## src/rtl/picorv32_regs_pkg.sv

```systemverilog
// Shared types and constants for the picorv32 register-file controller.
// Build option: PICORV32_REGS_CTRL_DBG_EN enables the debug access port.
package picorv32_regs_pkg;

    localparam int NREGS = 31;
    localparam int AW    = 6;

    typedef enum logic [1:0] {
        ST_INIT   = 2'd0,
        ST_RUN    = 2'd1,
        ST_DBG_RD = 2'd2,
        ST_DBG_WR = 2'd3
    } state_t;

    // x0 is hardwired to zero, and the upper half of the 6-bit space has no backing storage.
    function automatic logic is_zero_reg(input logic [AW-1:0] addr);
        return (addr[4:0] == 5'd0) || addr[5];
    endfunction

endpackage

```

## src/rtl/picorv32_regs_ctrl.sv

```systemverilog
// Front-end controller for the picorv32 register-file macro: clears x1..x31 after
// reset, gates core accesses (x0 and the upper half of the address space read as
// zero, and writes to them are dropped), and arbitrates a debug port.
// Build option: PICORV32_REGS_CTRL_DBG_EN adds the DBG_RD/DBG_WR states; without it
// the debug inputs are ignored and dbg_ack/dbg_rdata are tied to 0.
//
// state     | meaning
// ST_INIT   | sweep x1..x31 with INIT_VALUE, core held off
// ST_RUN    | core pass-through, debug requests accepted while core halted
// ST_DBG_RD | debug read, macro read port 1 steered to dbg_addr
// ST_DBG_WR | debug write, acked in the same cycle
module picorv32_regs_ctrl
    import picorv32_regs_pkg::*;
#(
    parameter logic [31:0] INIT_VALUE = 32'h0000_0000
) (
    input  logic          clk,
    input  logic          rst,
    input  logic          cpu_wen,
    input  logic [AW-1:0] cpu_waddr,
    input  logic [31:0]   cpu_wdata,
    input  logic [AW-1:0] cpu_raddr1,
    input  logic [AW-1:0] cpu_raddr2,
    output logic [31:0]   cpu_rdata1,
    output logic [31:0]   cpu_rdata2,
    input  logic          cpu_halted,
    output logic          regs_wen,
    output logic [AW-1:0] regs_waddr,
    output logic [31:0]   regs_wdata,
    output logic [AW-1:0] regs_raddr1,
    output logic [AW-1:0] regs_raddr2,
    input  logic [31:0]   regs_rdata1,
    input  logic [31:0]   regs_rdata2,
    output logic          init_done,
    input  logic          dbg_req,
    input  logic          dbg_we,
    input  logic [4:0]    dbg_addr,
    input  logic [31:0]   dbg_wdata,
    output logic          dbg_ack,
    output logic [31:0]   dbg_rdata
);

    state_t     state;
    state_t     state_nxt;
    logic [4:0] cnt;

    // State register and sweep counter; cnt wraps to 0 after x31 and idles there.
    always_ff @(posedge clk) begin
        if (rst) begin
            state <= ST_INIT;
            cnt   <= 5'd1;
        end else begin
            state <= state_nxt;
            if (state == ST_INIT) begin
                cnt <= cnt + 5'd1;
            end
        end
    end

`ifdef PICORV32_REGS_CTRL_DBG_EN
    logic        rd_ack;
    logic [31:0] rd_data;

    // Capture the debug read result one cycle after DBG_RD and pulse the ack with it.
    always_ff @(posedge clk) begin
        if (rst) begin
            rd_ack  <= 1'b0;
            rd_data <= 32'd0;
        end else begin
            rd_ack <= (state == ST_DBG_RD);
            if (state == ST_DBG_RD) begin
                rd_data <= (dbg_addr == 5'd0) ? 32'd0 : regs_rdata1;
            end
        end
    end

    assign dbg_ack   = !rst && ((state == ST_DBG_WR) || rd_ack);
    assign dbg_rdata = rd_data;
`else
    logic unused_dbg;
    assign unused_dbg = ^{dbg_req, dbg_we, dbg_addr, dbg_wdata, cpu_halted};
    assign dbg_ack    = 1'b0;
    assign dbg_rdata  = 32'd0;
`endif

    // Next-state and macro port steering; reset suppresses any write in flight.
    always_comb begin
        state_nxt   = state;
        regs_wen    = 1'b0;
        regs_waddr  = cpu_waddr;
        regs_wdata  = cpu_wdata;
        regs_raddr1 = cpu_raddr1;
        regs_raddr2 = cpu_raddr2;
        case (state)
            ST_INIT: begin
                regs_wen   = 1'b1;
                regs_waddr = {1'b0, cnt};
                regs_wdata = INIT_VALUE;
                if (cnt == 5'(NREGS)) begin
                    state_nxt = ST_RUN;
                end
            end
            ST_RUN: begin
                regs_wen = cpu_wen && !is_zero_reg(cpu_waddr);
`ifdef PICORV32_REGS_CTRL_DBG_EN
                // The requester still holds dbg_req during the read ack cycle.
                if (dbg_req && cpu_halted && !rd_ack) begin
                    state_nxt = dbg_we ? ST_DBG_WR : ST_DBG_RD;
                end
`endif
            end
`ifdef PICORV32_REGS_CTRL_DBG_EN
            ST_DBG_WR: begin
                regs_wen   = (dbg_addr != 5'd0);
                regs_waddr = {1'b0, dbg_addr};
                regs_wdata = dbg_wdata;
                state_nxt  = ST_RUN;
            end
            ST_DBG_RD: begin
                regs_raddr1 = {1'b0, dbg_addr};
                state_nxt   = ST_RUN;
            end
`endif
            default: begin
                state_nxt = ST_INIT;
            end
        endcase
        if (rst) begin
            regs_wen = 1'b0;
        end
    end

    // Core read data: forced to zero during the sweep and for x0 / out-of-range addresses.
    always_comb begin
        cpu_rdata1 = regs_rdata1;
        cpu_rdata2 = regs_rdata2;
        if (state == ST_INIT || is_zero_reg(cpu_raddr1)) cpu_rdata1 = 32'd0;
        if (state == ST_INIT || is_zero_reg(cpu_raddr2)) cpu_rdata2 = 32'd0;
    end

    assign init_done = (state != ST_INIT);

endmodule
```

## config.mk

```make
export PLATFORM = sky130hd
export DESIGN_NAME = picorv32_regs_ctrl
export DESIGN_NICKNAME = d
export VERILOG_FILES = /design/src/rtl/picorv32_regs_pkg.sv /design/src/rtl/picorv32_regs_ctrl.sv
export SDC_FILE = /design/constraint.sdc
export NUM_CORES = 1
export LEC_CHECK = 0
export ABC_CLOCK_PERIOD_IN_PS = 2400
export CAP_MARGIN = 10
export CORE_AREA = 2 2 118 120
export CTS_CLUSTER_SIZE = 12
export DETAILED_ROUTE_END_ITERATION = 7
export DIE_AREA = 0 0 120 122
export DONT_BUFFER_PORTS = 1
export SLEW_MARGIN = 0
export SYNTH_ARGS = -nofsm -noshare
export SYNTH_HDL_FRONTEND = slang
export SYNTH_SLANG_ARGS = --single-unit
```

## constraint.sdc

```tcl
create_clock -name clk -period 2.4 [get_ports clk]
set_input_delay 0.36 -clock clk [delete_from_list [all_inputs] [get_ports clk]]
set_output_delay 0.36 -clock clk [all_outputs]
set_load 0.005 [all_outputs]
```

---- Word level (Yosys, flattened, before mapping) ----
Cells that the tools add are included.
word-level totals
  register bits after elaboration ......... 7
  output and inout port bits .............. 149
  input bits .............................. 157
  logic and storage cells ................. 28
cells by class
  add/sub/neg operators ................... 1
  muxes and demuxes ....................... 8
  reductions and logical operators ........ 13
  equal/unequal tests ..................... 3
  bitwise operators ....................... 1
operators with widths
  kind                 count
  $mux 32              3
  $logic_not 5->1      3
  $mux 6               1
  $add 5x1->5 const B  1
  $eq 5x5->1 const B   1
  $logic_or 1x1->1     5
  $pmux 2 s2           1
  $eq 2x1->1 const B   1
  $logic_not 2->1      1
  $mux 2               1
  $ne 2x1->1 const B   1
  $pmux 1 s2           1
  $reduce_and 2->1     1
  $reduce_bool 2->1    1
  $logic_and 1x1->1    1
  $logic_not 1->1      1
  $mux 1               1
  $not 1->1            1

---- Logic depth before layout (Yosys ltp) ----
Gate-level depths: netlist of run 1.
  depth after elaboration ................. 6
  mapped depth ............................ 5
  depth with buffers taken out ............ 5

---- Worst setup path before layout of run 1 ----
Ideal clock, no wire load.
  path kind ............................... register to output
  start ................................... register state[0]
  end ..................................... output regs_wen
  path buffers ............................ 1
  data required time ...................... 2.040 ns
  arrival time ............................ 1.139 ns
  setup slack ............................. 0.901 ns
  stages on the path, launching flop included .. 5
  path through ............................ dfxtp_1 > buf_6 > or4b_1 > nor3_1 > a211oi_1
between the ends
  longest elaborated chain between the ends .. 3
  elaborated cells between the ends (all ways) .. 4
  classes of those cells .................. eq/ne: 1; mux: 2; reduce/logical: 1
RTL lines
  item                                           RTL line                   source
  start, declared                                picorv32_regs_ctrl.sv:43   state_t state;
  start signal, assigned                         picorv32_regs_ctrl.sv:53   state <= state_nxt;
  $eq 2x1->1 or $logic_not 2->1 (tied branches)  picorv32_regs_ctrl.sv:94   case (state)
  $pmux 1 s2 (*)                                 picorv32_regs_ctrl.sv:94
  $mux 1 (*)                                     picorv32_regs_ctrl.sv:128  if (rst) begin
  end, declared                                  picorv32_regs_ctrl.sv:27   output logic regs_wen,
Every way passes the cells marked *; elsewhere a longest branch is shown, timed or not.

---- Final worst setup path of run 1 ----
  start ................................... register state[0]
  end ..................................... output regs_waddr[1]
between the ends
  longest elaborated chain between the ends .. 2
RTL lines
  item             RTL line                  source
  $logic_not 2->1  picorv32_regs_ctrl.sv:94
  $mux 6           picorv32_regs_ctrl.sv:94
  end, declared    picorv32_regs_ctrl.sv:28  output logic [AW-1:0] regs_waddr,
Every way passes these cells.

==> flow_summary.yaml, run 1 <==
sta:
  fin_skew_ns: 0.00240
  fmax_mhz: 537
  finalSetupTns_ns: 0
  grt_setup_unrepaired: "false"
  hold_viol: 0
  finalCritPeriodShare_pct: 77.6
  setup_viol: 0
  slew_viol_final: 0
  setup_ws_ns: 0.538
  post-route-min-period_ns: 1.86
layout:
  seq_area_um2: 120
  area_growth_pct: 4.03
  antenna_cells: 0
  drive_gt1_share_pct: 6.25
  final_cell_mix: "97 x and2_1, 33 x conb_1, 8 x nor2_1"
  layout_commonest_cell: "and2_1"
  multi_input_area_um2: 977
  final_net_count: 337
  nFillCells: 1578
worst_setup_path:
  r2r-start: "state[0]$_SDFFE_PP0P_"
  cpPeakStageDelay_ns: 0.45
  r2r_setup_slack_ns: 1.07
  startpoint_type: "flop"
  endpoint_kind: "primary output"
  crit_fanout: 46
  worstPathArrival_ns: 1.50
  critPathSlowestCell: "dfxtp_1"
  crit_required_ns: 2.04
  timing.critical_path.buf_inv: 1
  crit_chain: "buf_4 > mux2_2"
  path_class: "reg -> out"
  reg2reg_to: "cnt[3]$_SDFFE_PP0N_"
  critPathTopFamily: "flip-flops"
  reg2reg_depth: 4
global_routing:
  antenna_found_initial: 0
  grt_usage_pct: 4.62
  grt_pass1_vias: 813
  grt_max_degree: 47
  gr-total-overflow: 0
  grt_first_pass_wirelength_um: 4930
floorplan:
  start_util_pct: 10.1
  dieArea_mm2: 0.0146
  ioPinCount: 306
  coreArea_mm2: 0.0135
  fp.dieW_um: 120
  die_h_um: 122
  fp-row-count: 43
synth:
  syn_area_mm2: 0.00137
  ys_ff_latch: 6
  ys_seq_area_share_pct: 8.80
  ys_warn_count: 0
  syn_inst: 194
  avgSynthCellArea_um2: 7.04
  synth.distinct_cells: 21
hold_path:
  hold_depth: 1
  hold_path_startpoint: "rst"
  holdCritPathClass: "in -> reg"
  worst_hold_path.endpoint: "cnt[1]$_SDFFE_PP0N_"
power:
  power_density_mw_per_mm2: 298
  leakage_nw: 0.598
  peakVddDrop_uv: 170
clock_tree:
  clk_path_buf_depth: 2
  clock-sinks: 6
  cts_tree: "built"
  cts_inserted_buffers: 3
  cts_resized: 0
  root_buffer: "clkbuf_16"
  cts_setup_buffers: 0
  clock_latency_ns: 0.23
  htreeDepth: 1
  clk_pin_slew_ns: 0.03
  cts_hold_buffers: 0
job:
  cap_viol_max_count: 0
routing:
  viasPerCell: 3.08
  drcViolationCount: 0
  firstDrtPassIters: 4
  post_drt_wl_per_cell_um: 11.7
  wirelength_um: 4150
  postRouteAntennaNets: 0
  vias: 1098
  drt_iter0_drc: 53
placement:
  pre_cts_slack_ns: 0.684
  dp_hpwl_um: 3830
  gp_congestion: 0.709
  portBuffers: 0
outcome:
  status: "finished clean"
==> per-stage QoR <==
| stage | hold slack, ns | power [W] | cells | util, % | area (um^2) |
|---|---|---|---|---|---|
| floorplan | 0.432 | 0.000205 | 226 | - | 1490 |
| global placement | 0.436 | 0.000158 | 353 | 9.96 | 1350 |
| detailed placement | 0.436 | 0.000158 | 353 | 9.96 | 1350 |
| CTS | 0.199 | 0.000430 | 356 | 10.5 | 1420 |
| global route | 0.195 | 0.000445 | 356 | 10.5 | 1420 |
| finish | 0.202 | 0.000424 | 356 | 10.5 | 1420 |
==> Yosys cell counts, drive strengths merged <==
master	count	area (um^2)
mux2	5	56.3
nor2	8	30.0
clkbuf	9	33.8
mux2i	2	20.0
or4b	1	10.0
nor2b	1	6.26
and3	1	6.26
and2	97	607
ha	2	25.0
nor3	3	15.0
xnor2	1	8.76
nand2b	4	25.0
conb	1	3.75
a211oi	1	7.51
buf	47	354
nand4b	1	8.76
xor2	2	17.5
a21oi	2	10.0
dfxtp	6	120
==> layer usage <==
metal	global-route usage (%)	wire [um]	vias to the layer above
li1	-	-	478
met1	5.26	1370	488
met2	7.95	2140	130
met3	1.87	616	2
met4	1.32	21	0
met5	0	0	-
==> where the power goes <==
group	total, W	internal (W)	switching [W]
logic	0.0000423	0.0000167	0.0000257
clock network	0.000267	0.000214	0.0000530
registers	0.000115	0.000107	0.00000762
==> worst max-delay path by stage <==
| stage | endpoint | cells past startpoint | from | slack [ns] |
|---|---|---|---|---|
| after floorplan | regs_wen | 4 | state[0]$_SDFFE_PP0P_ | 0.90 |
| after global placement | regs_waddr[1] | 2 | state[0]$_SDFFE_PP0P_ | 0.69 |
| after detailed placement | regs_waddr[1] | 2 | state[0]$_SDFFE_PP0P_ | 0.68 |
| after CTS | regs_waddr[1] | 2 | state[0]$_SDFFE_PP0P_ | 0.45 |
| after global routing | regs_waddr[1] | 2 | state[0]$_SDFFE_PP0P_ | 0.40 |
| final | regs_waddr[1] | 2 | state[0]$_SDFFE_PP0P_ | 0.54 |
==> flip-flops by register name (all words and copies together), names as in the netlist <==
register  flops
state         1
cnt           5
==> cells by family (layout without fill, tap and decap cells) <==
family / Yosys count / in the layout / share of synthesized area [%]
simple gates: 116 / 116 / 51.9
buf+inv: 56 / 6 / 28.4
mux: 7 / 7 / 5.59
flops: 6 / 6 / 8.80
compound gates: 3 / 3 / 1.28
xor+xnor: 3 / 3 / 1.93
fa+ha+maj: 2 / 2 / 1.83
other cells: 1 / 33 / 0.275
==> area by class of cell <==
class	count	share of cell area, %
clock buffers	3	5.29
multi-input cells	164	68.8
flip-flops and latches	6	8.46
well taps	180	15.9
repair buffers	3	1.59
Power figures use the tool's default switching activity.
==> inputs of run 2 (changes only) <==
--- a/config.mk
+++ b/config.mk
@@ -5,7 +5,7 @@
 export SDC_FILE = /design/constraint.sdc
 export NUM_CORES = 1
 export LEC_CHECK = 0
-export ABC_CLOCK_PERIOD_IN_PS = 2400
+export ABC_CLOCK_PERIOD_IN_PS = 1650
 export CAP_MARGIN = 10
 export CORE_AREA = 2 2 118 120
 export CTS_CLUSTER_SIZE = 12
==> constraint.sdc (replaced) <==
create_clock -name clk -period 1.65 [get_ports clk]
set_input_delay 0.2475 -clock clk [delete_from_list [all_inputs] [get_ports clk]]
set_output_delay 0.2475 -clock clk [all_outputs]
set_load 0.005 [all_outputs]
==> run 2 against run 1 <==
Sequential power increased by 45%. Clock power increased by 44%. Critical path depth increased by 3. Critical path type unchanged. Highest routed layer unchanged.
==> flow_summary.yaml, run 2 (synthesized netlist as in run 1, its figures left out) <==
outcome:
  status: "finished clean"
sta:
  hold_viol: 0
  fmax_mhz: 628
  slew_viol_final: 0
  fin_skew_ns: 0.00215
  finalSetupTns_ns: 0
  setup_viol: 0
  post-route-min-period_ns: 1.59
  grt_setup_unrepaired: "true"
  finalCritPeriodShare_pct: 96.5
clock_tree:
  cts_tree: "built"
  cts_hold_buffers: 0
  clock_latency_ns: 0.23
  clk_path_buf_depth: 2
  htreeDepth: 1
  cts_resized: 0
  root_buffer: "clkbuf_16"
  clock-sinks: 6
  cts_setup_buffers: 0
  clk_pin_slew_ns: 0.03
  cts_inserted_buffers: 3
routing:
  drcViolationCount: 0
  wirelength_um: 4390
  firstDrtPassIters: 4
  post_drt_wl_per_cell_um: 12.2
  viasPerCell: 3.14
  vias: 1129
  drt_iter0_drc: 35
  postRouteAntennaNets: 0
layout:
  top_register: "cnt"
  reg_top3: "cnt x5, state x1"
  finalNonFillerCells: 360
  area_growth_pct: 8.07
  final_cell_mix: "93 x and2_1, 33 x conb_1, 8 x nor2_1"
  final_net_count: 340
  drive_gt1_share_pct: 10.6
  layout_commonest_cell: "and2_1"
  largest_reg_flops: 5
floorplan:
  coreArea_mm2: 0.0135
  fp.dieW_um: 120
  die_h_um: 122
  dieArea_mm2: 0.0146
  start_util_pct: 10.1
  fp-row-count: 43
  ioPinCount: 306
job:
  cap_viol_max_count: 0
global_routing:
  grt_first_pass_wirelength_um: 4890
  grt_usage_pct: 4.66
  antenna_found_initial: 1
  grt_max_degree: 47
  gr-total-overflow: 0
  grt_pass1_vias: 818
worst_setup_path:
  reg2reg_depth: 5
  r2r_setup_slack_ns: 0.36
  crit_fanout: 16
  crit_required_ns: 1.40
  path_class: "reg -> out"
  startpoint_type: "flop"
  endpoint_kind: "primary output"
  worstPathArrival_ns: 1.34
power:
  netSwitchingFraction_pct: 20.2
  leakage_nw: 0.623
  p_clk_share_pct: 62.6
  p_int_w: 0.000491
  p_switching_w: 0.000124
  seq_power_share_pct: 27.2
  power_density_mw_per_mm2: 417
  pwr-share-comb_pct: 10.3
  peakVddDrop_uv: 245
placement:
  dp_hpwl_um: 3830
  gp_congestion: 0.713
  portBuffers: 0
  dp.cells: 354
hold_path:
  holdCritPathClass: "in -> reg"
  hold_depth: 1
[run 2: layout make-up]
type / count / area, um^2
diodes: 1 / 2.50
repair buffers: 6 / 53.8
multi-input cells: 164 / 998
clock buffers: 3 / 75.1
fillers: 1584 / 12000
well taps: 180 / 225
flip-flops and latches: 6 / 120
[run 2: critical path: stages, from the launching register on]
cell and delay (ns):
dfxtp_1 0.33, buf_4 0.14, nand2b_1 0.09, a21oi_4 0.17
buf_6 0.17, and2_1 0.20
[run 2: stage by stage]
step	setup WS (ns)	total power [W]	cell area, um^2	hold WS, ns	util (%)
5_1_grt	-0.0274	0.000653	1480	0.0839	10.9
6_report	0.0583	0.000615	1480	0.0913	10.9
3_5_place_dp	0.272	0.000230	1350	0.325	10.0
2_1_floorplan	0.263	0.000298	1490	0.320	-
4_1_cts	0.0232	0.000624	1430	0.0885	10.6
3_3_place_gp	0.275	0.000229	1350	0.323	10.0
[run 2: final timing paths]
kind / start / to
max: state[0]$_SDFFE_PP0P_ / cpu_rdata1[14]
min: rst / cnt[1]$_SDFFE_PP0N_
max reg2reg: cnt[0]$_SDFFE_PP1N_ / cnt[4]$_SDFFE_PP0N_
min reg2reg: cnt[4]$_SDFFE_PP0N_ / cnt[4]$_SDFFE_PP0N_
[run 2: layer usage]
metal	share of wire (%)	up-vias	track usage, %
met5	0	-	0
met4	0.87	0	1.99
met3	15	2	2.43
met2	51	127	7.85
met1	33	514	4.89
li1	-	486	-
[run 2: power by group through the flow]
| stage | logic (W) | registers [W] | clock network [W] |
|---|---|---|---|
| 2_1_floorplan | 0.000133 | 0.000166 | 0 |
| 3_3_place_gp | 0.0000608 | 0.000168 | 0 |
| 3_5_place_dp | 0.0000611 | 0.000169 | 0 |
| 4_1_cts | 0.0000615 | 0.000167 | 0.000395 |
| 5_1_grt | 0.0000744 | 0.000168 | 0.000410 |
| 6_report | 0.0000632 | 0.000167 | 0.000385 |
